==> config.mk <==
export PLATFORM = sky130hd
export DESIGN_NAME = bs_session_sched
export DESIGN_NICKNAME = d
export VERILOG_FILES = /design/src/rtl/bs_pkg.sv /design/src/rtl/bs_session_sched_rr_arbiter.sv /design/src/rtl/bs_session_sched.sv
export SDC_FILE = /design/constraint.sdc
export NUM_CORES = 1
export LEC_CHECK = 0
export CORE_MARGIN = 2
export CORE_UTILIZATION = 40
export CTS_CLUSTER_SIZE = 12
export DETAILED_ROUTE_END_ITERATION = 10
export GPL_TIMING_DRIVEN = 1
export PLACE_DENSITY = 0.76
export SYNTH_ARGS = -nofsm -noshare
export SYNTH_HDL_FRONTEND = slang
export SYNTH_HIERARCHICAL = 1
export SYNTH_SLANG_ARGS = --single-unit
==> constraint.sdc <==
create_clock -name clki -period 3.2 [get_ports clki]
set_input_delay 0.48 -clock clki [delete_from_list [all_inputs] [get_ports clki]]
set_output_delay 0.48 -clock clki [all_outputs]
set_load 0.02 [all_outputs]
==> src/rtl/bs_pkg.sv <==
// Shared definitions for the backscatter session scheduler:
// state encoding, default timeout constants and the watchdog timer width.
// Imported by the scheduler top and its round-robin arbiter.
package bs_pkg;

  typedef logic [2:0] state_t;

  localparam state_t S_IDLE  = 3'd0;
  localparam state_t S_WAKE  = 3'd1;
  localparam state_t S_ACK   = 3'd2;
  localparam state_t S_RUN   = 3'd3;
  localparam state_t S_GUARD = 3'd4;

  localparam int DEF_DUR_W    = 32;
  localparam int DEF_WU_PULSE = 4;
  localparam int DEF_ACK_TO   = 200;
  localparam int DEF_RUN_TO   = 150000;
  localparam int DEF_GUARD    = 200;
  localparam int TIMER_W      = 32;

  // Saturating increment: a session stuck far beyond any timeout must not wrap
  // the timer back into a range where a compare could fire spuriously.
  function automatic logic [TIMER_W-1:0] sat_inc(input logic [TIMER_W-1:0] t);
    return (&t) ? t : t + 1'b1;
  endfunction

endpackage

==> src/rtl/bs_session_sched_rr_arbiter.sv <==
// Round-robin pick: first set request bit at or after rr_ptr, wrapping.
// Purely combinational, zero latency; grant_nxt is all-zero when no request.
// No backpressure: the caller decides when to consume the pick.
module rr_arbiter
  import bs_pkg::*;
#(
  parameter int N_REQ = 4,
  localparam int IDX_W = (N_REQ > 1) ? $clog2(N_REQ) : 1
) (
  input  logic [N_REQ-1:0] req,
  input  logic [IDX_W-1:0] rr_ptr,
  output logic [N_REQ-1:0] grant_nxt,
  output logic [IDX_W-1:0] idx
);

  // Walk the requesters starting at the pointer; the first hit wins.
  always_comb begin
    logic             found;
    logic [IDX_W:0]   sum;
    logic [IDX_W-1:0] j;
    grant_nxt = '0;
    idx       = '0;
    found     = 1'b0;
    sum       = '0;
    j         = '0;
    for (int k = 0; k < N_REQ; k++) begin
      sum = {1'b0, rr_ptr} + (IDX_W+1)'(k);
      if (sum >= (IDX_W+1)'(N_REQ)) begin
        sum = sum - (IDX_W+1)'(N_REQ);
      end
      j = sum[IDX_W-1:0];
      if (!found && req[j]) begin
        found        = 1'b1;
        grant_nxt[j] = 1'b1;
        idx          = j;
      end
    end
  end

endmodule

==> src/rtl/bs_session_sched.sv <==
// Shares the Sync wake-up/backscatter datapath between N_REQ requesters, round-robin.
// Latency: grant, wake_up and session parameters appear 1 cycle after req is seen in IDLE.
// Requesters hold req until done/err; a watchdog aborts sessions that never start or finish.
module bs_session_sched
  import bs_pkg::*;
#(
  parameter int N_REQ    = 4,
  parameter int DUR_W    = DEF_DUR_W,
  parameter int WU_PULSE = DEF_WU_PULSE,
  parameter int ACK_TO   = DEF_ACK_TO,
  parameter int RUN_TO   = DEF_RUN_TO,
  parameter int GUARD    = DEF_GUARD
) (
  input  logic                   clki,
  input  logic                   rst_n,
  input  logic [N_REQ-1:0]       req,
  input  logic [N_REQ*DUR_W-1:0] req_dur,
  input  logic [N_REQ-1:0]       req_stage2,
  output logic [N_REQ-1:0]       grant,
  output logic [N_REQ-1:0]       done,
  output logic [N_REQ-1:0]       err,
  output logic                   wake_up,
  output logic                   use_stage2,
  output logic [DUR_W-1:0]       pkt_duration,
  input  logic                   bs_switch,
  output logic                   busy
);

  localparam int IDX_W = (N_REQ > 1) ? $clog2(N_REQ) : 1;

  localparam logic [TIMER_W-1:0] WU_LAST  = TIMER_W'(WU_PULSE - 1);
  localparam logic [TIMER_W-1:0] ACK_LAST = TIMER_W'(ACK_TO - 1);
  localparam logic [TIMER_W-1:0] RUN_LAST = TIMER_W'(RUN_TO - 1);
  localparam logic [TIMER_W-1:0] GRD_LAST = TIMER_W'(GUARD - 1);

  state_t             state_q, state_d;
  logic [TIMER_W-1:0] timer_q, timer_d;
  logic [IDX_W-1:0]   rr_ptr_q, rr_ptr_d;
  logic [N_REQ-1:0]   grant_q, grant_d;
  logic [N_REQ-1:0]   done_q, done_d;
  logic [N_REQ-1:0]   err_q, err_d;
  logic               wake_q, wake_d;
  logic               stage2_q, stage2_d;
  logic [DUR_W-1:0]   dur_q, dur_d;

  logic [N_REQ-1:0]   arb_grant;
  logic [IDX_W-1:0]   arb_idx;

  rr_arbiter #(.N_REQ(N_REQ)) u_arb (
    .req       (req),
    .rr_ptr    (rr_ptr_q),
    .grant_nxt (arb_grant),
    .idx       (arb_idx)
  );

  // State register; reset abandons any session silently.
  always_ff @(posedge clki) begin
    if (!rst_n) begin
      state_q <= S_IDLE;
    end else begin
      state_q <= state_d;
    end
  end

  // Next-state: bs_switch low acknowledges, high again completes; the timer bounds each wait.
  always_comb begin
    state_d = state_q;
    case (state_q)
      S_IDLE:  if (|req) state_d = S_WAKE;
      S_WAKE:  if (timer_q == WU_LAST) state_d = S_ACK;
      S_ACK:   if (!bs_switch || timer_q == ACK_LAST) state_d = (!bs_switch) ? S_RUN : S_GUARD;
      S_RUN:   if (bs_switch || timer_q == RUN_LAST) state_d = S_GUARD;
      S_GUARD: if (timer_q == GRD_LAST) state_d = S_IDLE;
      default: state_d = S_IDLE;
    endcase
  end

  // Output/datapath next values; done/err are registered so they coincide with GUARD entry.
  always_comb begin
    timer_d  = (state_q == S_IDLE || state_d != state_q) ? '0 : sat_inc(timer_q);
    rr_ptr_d = rr_ptr_q;
    grant_d  = grant_q;
    done_d   = '0;
    err_d    = '0;
    wake_d   = wake_q;
    stage2_d = stage2_q;
    dur_d    = dur_q;
    case (state_q)
      S_IDLE: begin
        if (|req) begin
          grant_d  = arb_grant;
          dur_d    = req_dur[int'(arb_idx)*DUR_W +: DUR_W];
          stage2_d = req_stage2[arb_idx];
          wake_d   = 1'b1;
          rr_ptr_d = (arb_idx == IDX_W'(N_REQ - 1)) ? '0 : arb_idx + 1'b1;
        end
      end
      S_WAKE: begin
        if (state_d == S_ACK) wake_d = 1'b0;
      end
      S_ACK: begin
        if (state_d == S_GUARD) err_d = grant_q;
      end
      S_RUN: begin
        if (bs_switch)               done_d = grant_q;
        else if (state_d == S_GUARD) err_d  = grant_q;
      end
      S_GUARD: begin
        if (state_d == S_IDLE) grant_d = '0;
      end
      default: begin
        grant_d = '0;
        wake_d  = 1'b0;
      end
    endcase
  end

  // Output and datapath registers.
  always_ff @(posedge clki) begin
    if (!rst_n) begin
      timer_q  <= '0;
      rr_ptr_q <= '0;
      grant_q  <= '0;
      done_q   <= '0;
      err_q    <= '0;
      wake_q   <= 1'b0;
      stage2_q <= 1'b0;
      dur_q    <= '0;
    end else begin
      timer_q  <= timer_d;
      rr_ptr_q <= rr_ptr_d;
      grant_q  <= grant_d;
      done_q   <= done_d;
      err_q    <= err_d;
      wake_q   <= wake_d;
      stage2_q <= stage2_d;
      dur_q    <= dur_d;
    end
  end

  assign grant        = grant_q;
  assign done         = done_q;
  assign err          = err_q;
  assign wake_up      = wake_q;
  assign use_stage2   = stage2_q;
  assign pkt_duration = dur_q;
  assign busy         = (state_q != S_IDLE);

endmodule
==> results of run 1 <==
==> state kept, by name, indices dropped and copies added (netlist names), 2 cells and up <==
| name | cells |
|---|---|
| state_q | 3 |
| timer_q | 32 |
| pkt_duration | 32 |
| err | 4 |
| rr_ptr_q | 2 |
| grant | 4 |
| done | 4 |
==> area by class of cell <==
type,instances,area share (%)
Clock buffer,12,3.36
Clock inverter,4,0.683
Inverter,9,0.461
Multi-Input combinational cell,409,42.4
Sequential cell,83,22.7
Tap cell,168,2.87
Timing Repair Buffer,204,27.6
==> power breakdown <==
| part | leakage, nW | switching, mW | internal, mW |
|---|---|---|---|
| Clock | 0.139 | 0.421 | 0.625 |
| Combinational | 1.70 | 1.08 | 1.33 |
| Sequential | 0.677 | 0.0959 | 1.19 |
==> critical path, stage by stage <==
cell and delay (ns):
clkdlybuf4s50_1 0.58, buf_4 0.17, and3b_1 0.16, o21ai_0 0.09
o31ai_1 0.29, o31a_2 0.26, buf_4 0.28, mux4_2 0.52
nand2_1 0.09, a21boi_0 0.09
==> path summary, 6_finish.rpt <==
check | startpoint | end
max | req[0] | pkt_duration[18]
min | pkt_duration[31] | pkt_duration[31]
max reg2reg | rr_ptr_q[0] | pkt_duration[18]
min reg2reg | pkt_duration[31] | pkt_duration[31]
==> logic make-up (layout without fill, tap and decap cells) <==
group,after synthesis,in the layout
AOI/OAI and AO/OA,86,86
adders and majority gates,8,8
buffers and inverters,52,229
DFF,83,83
muxes,39,39
xor gates and xnor gates,26,26
and+or+nand+nor,250,250
==> placed cells by master (no fill, tap or decap), types with 5 or more instances in the layout <==
| cell type | synthesis | layout |
|---|---|---|
| and3_1 | 8 | 8 |
| nand4_1 | 13 | 13 |
| inv_1 | 9 | 9 |
| a21oi_1 | 7 | 7 |
| o21ai_0 | 11 | 11 |
| ha_1 | 8 | 8 |
| nor3_1 | 45 | 45 |
| clkdlybuf4s50_1 | 0 | 185 |
| nor2_1 | 18 | 17 |
| clkbuf_16 | 0 | 9 |
| xnor2_1 | 17 | 17 |
| xor2_1 | 9 | 9 |
| a32o_1 | 5 | 5 |
| nand3_1 | 9 | 9 |
| nor4_1 | 14 | 14 |
| nand2_1 | 104 | 104 |
| nor3_2 | 5 | 5 |
| mux4_2 | 36 | 36 |
| buf_4 | 1 | 17 |
| dfxtp_1 | 83 | 83 |
| a21boi_0 | 35 | 35 |
==> Yosys cell counts (7+ instances only) <==
cell type	number	area share, %
nand2_1	104	7.9
dfxtp_1	83	33
nor3_1	45	4.5
mux4_2	36	16
a21boi_0	35	5.3
clkbuf_1	25	1.9
nor2_1	18	1.4
xnor2_1	17	3.0
nor4_1	14	1.8
nand4_1	13	1.6
buf_2	12	1.2
o21ai_0	11	1.1
inv_1	9	0.68
nand3_1	9	0.91
xor2_1	9	1.6
and3_1	8	1.0
ha_1	8	2.0
a21oi_1	7	0.71
==> through the flow <==
step | area [um^2] | hold WS (ns) | instances | setup slack (ns) | power [mW]
after floorplan | 4970 | 0.489 | 544 | 0.0661 | 2.91
after global placement | 7030 | 0.452 | 873 | 0.179 | 3.67
after detailed placement | 7030 | 0.460 | 873 | 0.0412 | 3.72
after CTS | 7330 | 0.471 | 889 | 0.406 | 4.77
after global routing | 7330 | 0.487 | 889 | 0.289 | 5.00
final | 7330 | 0.468 | 889 | 0.399 | 4.74
==> routing by layer <==
layer / track usage [%] / vias to the layer above / part of all wire [%]
met2: 40.2 / 202 / 50
met3: 8.42 / 27 / 9.7
li1: - / 2341 / -
met4: 9.16 / 0 / 2.6
met5: 0 / - / 0
met1: 26.7 / 2330 / 37
==> impl_metrics.toml, run 1 <==
[timing]
slew_violations = 0
rsz0062_at_grt = "no"
relSlewSlack_pct = 52.7
final.setup.tns_ns = 0
final-hold-violation-count = 0
fmax_mhz = 357
worst-slew-pin-transition_ns = 0.707
period_share_pct = 87.5
min_period_ns = 2.80
skew_ns = 0.00710
setup_violations = 0

[synth]
synthAdderAreaFrac_pct = 2.01
synth_top_family_by_area = "simple AND/OR/NAND/NOR gates"
synth_cells = 544
ys_seq_area_share_pct = 33.4
synth-xor-area-share_pct = 4.58
yosys_warnings = 6
ys_types = 58
synth-async-reset-ratio_pct = 0
synthFlopType = "dfxtp_1"
ys_seq_elements = 83
avgSynthCellArea_um2 = 9.13
synth_nets = 691
muxShareOfSynthArea_pct = 16.9
synth_enable_flop_cells = 0
synth_simple_gate_area_share_pct = 25.7
synth-compound-area-share_pct = 12.8
synth_area_um2 = 4970

[place]
dpl.hpwl_um = 11500
port_buffers = 185
gp_congestion = 0.892

[clock_network]
clkTransAtPathRegs_ns = 0.06
clockRootBuffer = "clkbuf_16"
postCtsSetupBuffers = 0
clkLatencyLatePin_ns = 0.34
cts_resized = 0
ctsHoldBuffers = 0
cts_made_buffers = 9
numClockSinks = 83
clockBufferDepth = 2
htree_levels = 3
tritoncts = "yes"

[power]
ir_worst_vdd_uv = 429
p_per_area_nw_per_um2 = 647
p_leak_nw = 2.51

[cells_and_area]
finish.utilization_pct = 60.7
regArea_um2 = 1660
layout.nets = 863
fillerInstances = 1012
n_antenna_cell = 0
drive_gt1_share_pct = 12.9
multiInputGateArea_um2 = 3100
area_growth_syn_to_layout_pct = 47.4

[global_route]
grt_pass1_vias = 4907
antenna_found_initial = 0
grt_max_degree = 43
grt_util_all_layers_pct = 23.4
grt_pass1_wl_um = 24500
overflow = 0

[worst_setup_path]
r2r_slack_ns = 0.46
cp-start-kind = "input port"
crit_fanout = 12
reg2reg_depth = 11
worst_setup_path_end_kind = "flop"
critPathArrivalTime_ns = 3.02
worstPathRequired_ns = 3.42
criticalPathCategory = "input port to flop"

[job]
cap_violations = 0

[floorplan]
fp.dieArea_um2 = 13300
dieWidth_um = 115
pin_count = 186
initial_utilization_pct = 41.2
coreArea_um2 = 12100
die_height_um = 115
rows = 40

[route]
dr.pass1.iters = 5
via_count = 4900
drcViolationCount = 0
ant_nets = 0
drtIter0Drc = 342
viasPerCell = 5.51
wire_per_inst_um = 17.1
totalWireLength_um = 15200

[min_path]
hold_path_depth = 2
min_path_type = "flop to flop"

[run_status]
status = "complete, no violations"
(Power assumes the default switching activity.)
==> run 2, diff against run 1 <==
--- a/config.mk
+++ b/config.mk
@@ -7,7 +7,6 @@
 export LEC_CHECK = 0
 export CORE_MARGIN = 2
 export CORE_UTILIZATION = 40
-export CTS_CLUSTER_SIZE = 12
 export DETAILED_ROUTE_END_ITERATION = 10
 export GPL_TIMING_DRIVEN = 1
 export PLACE_DENSITY = 0.76
==> results of run 2 <==
No change in the layout: final DEF, timing and power equal those of run 1.
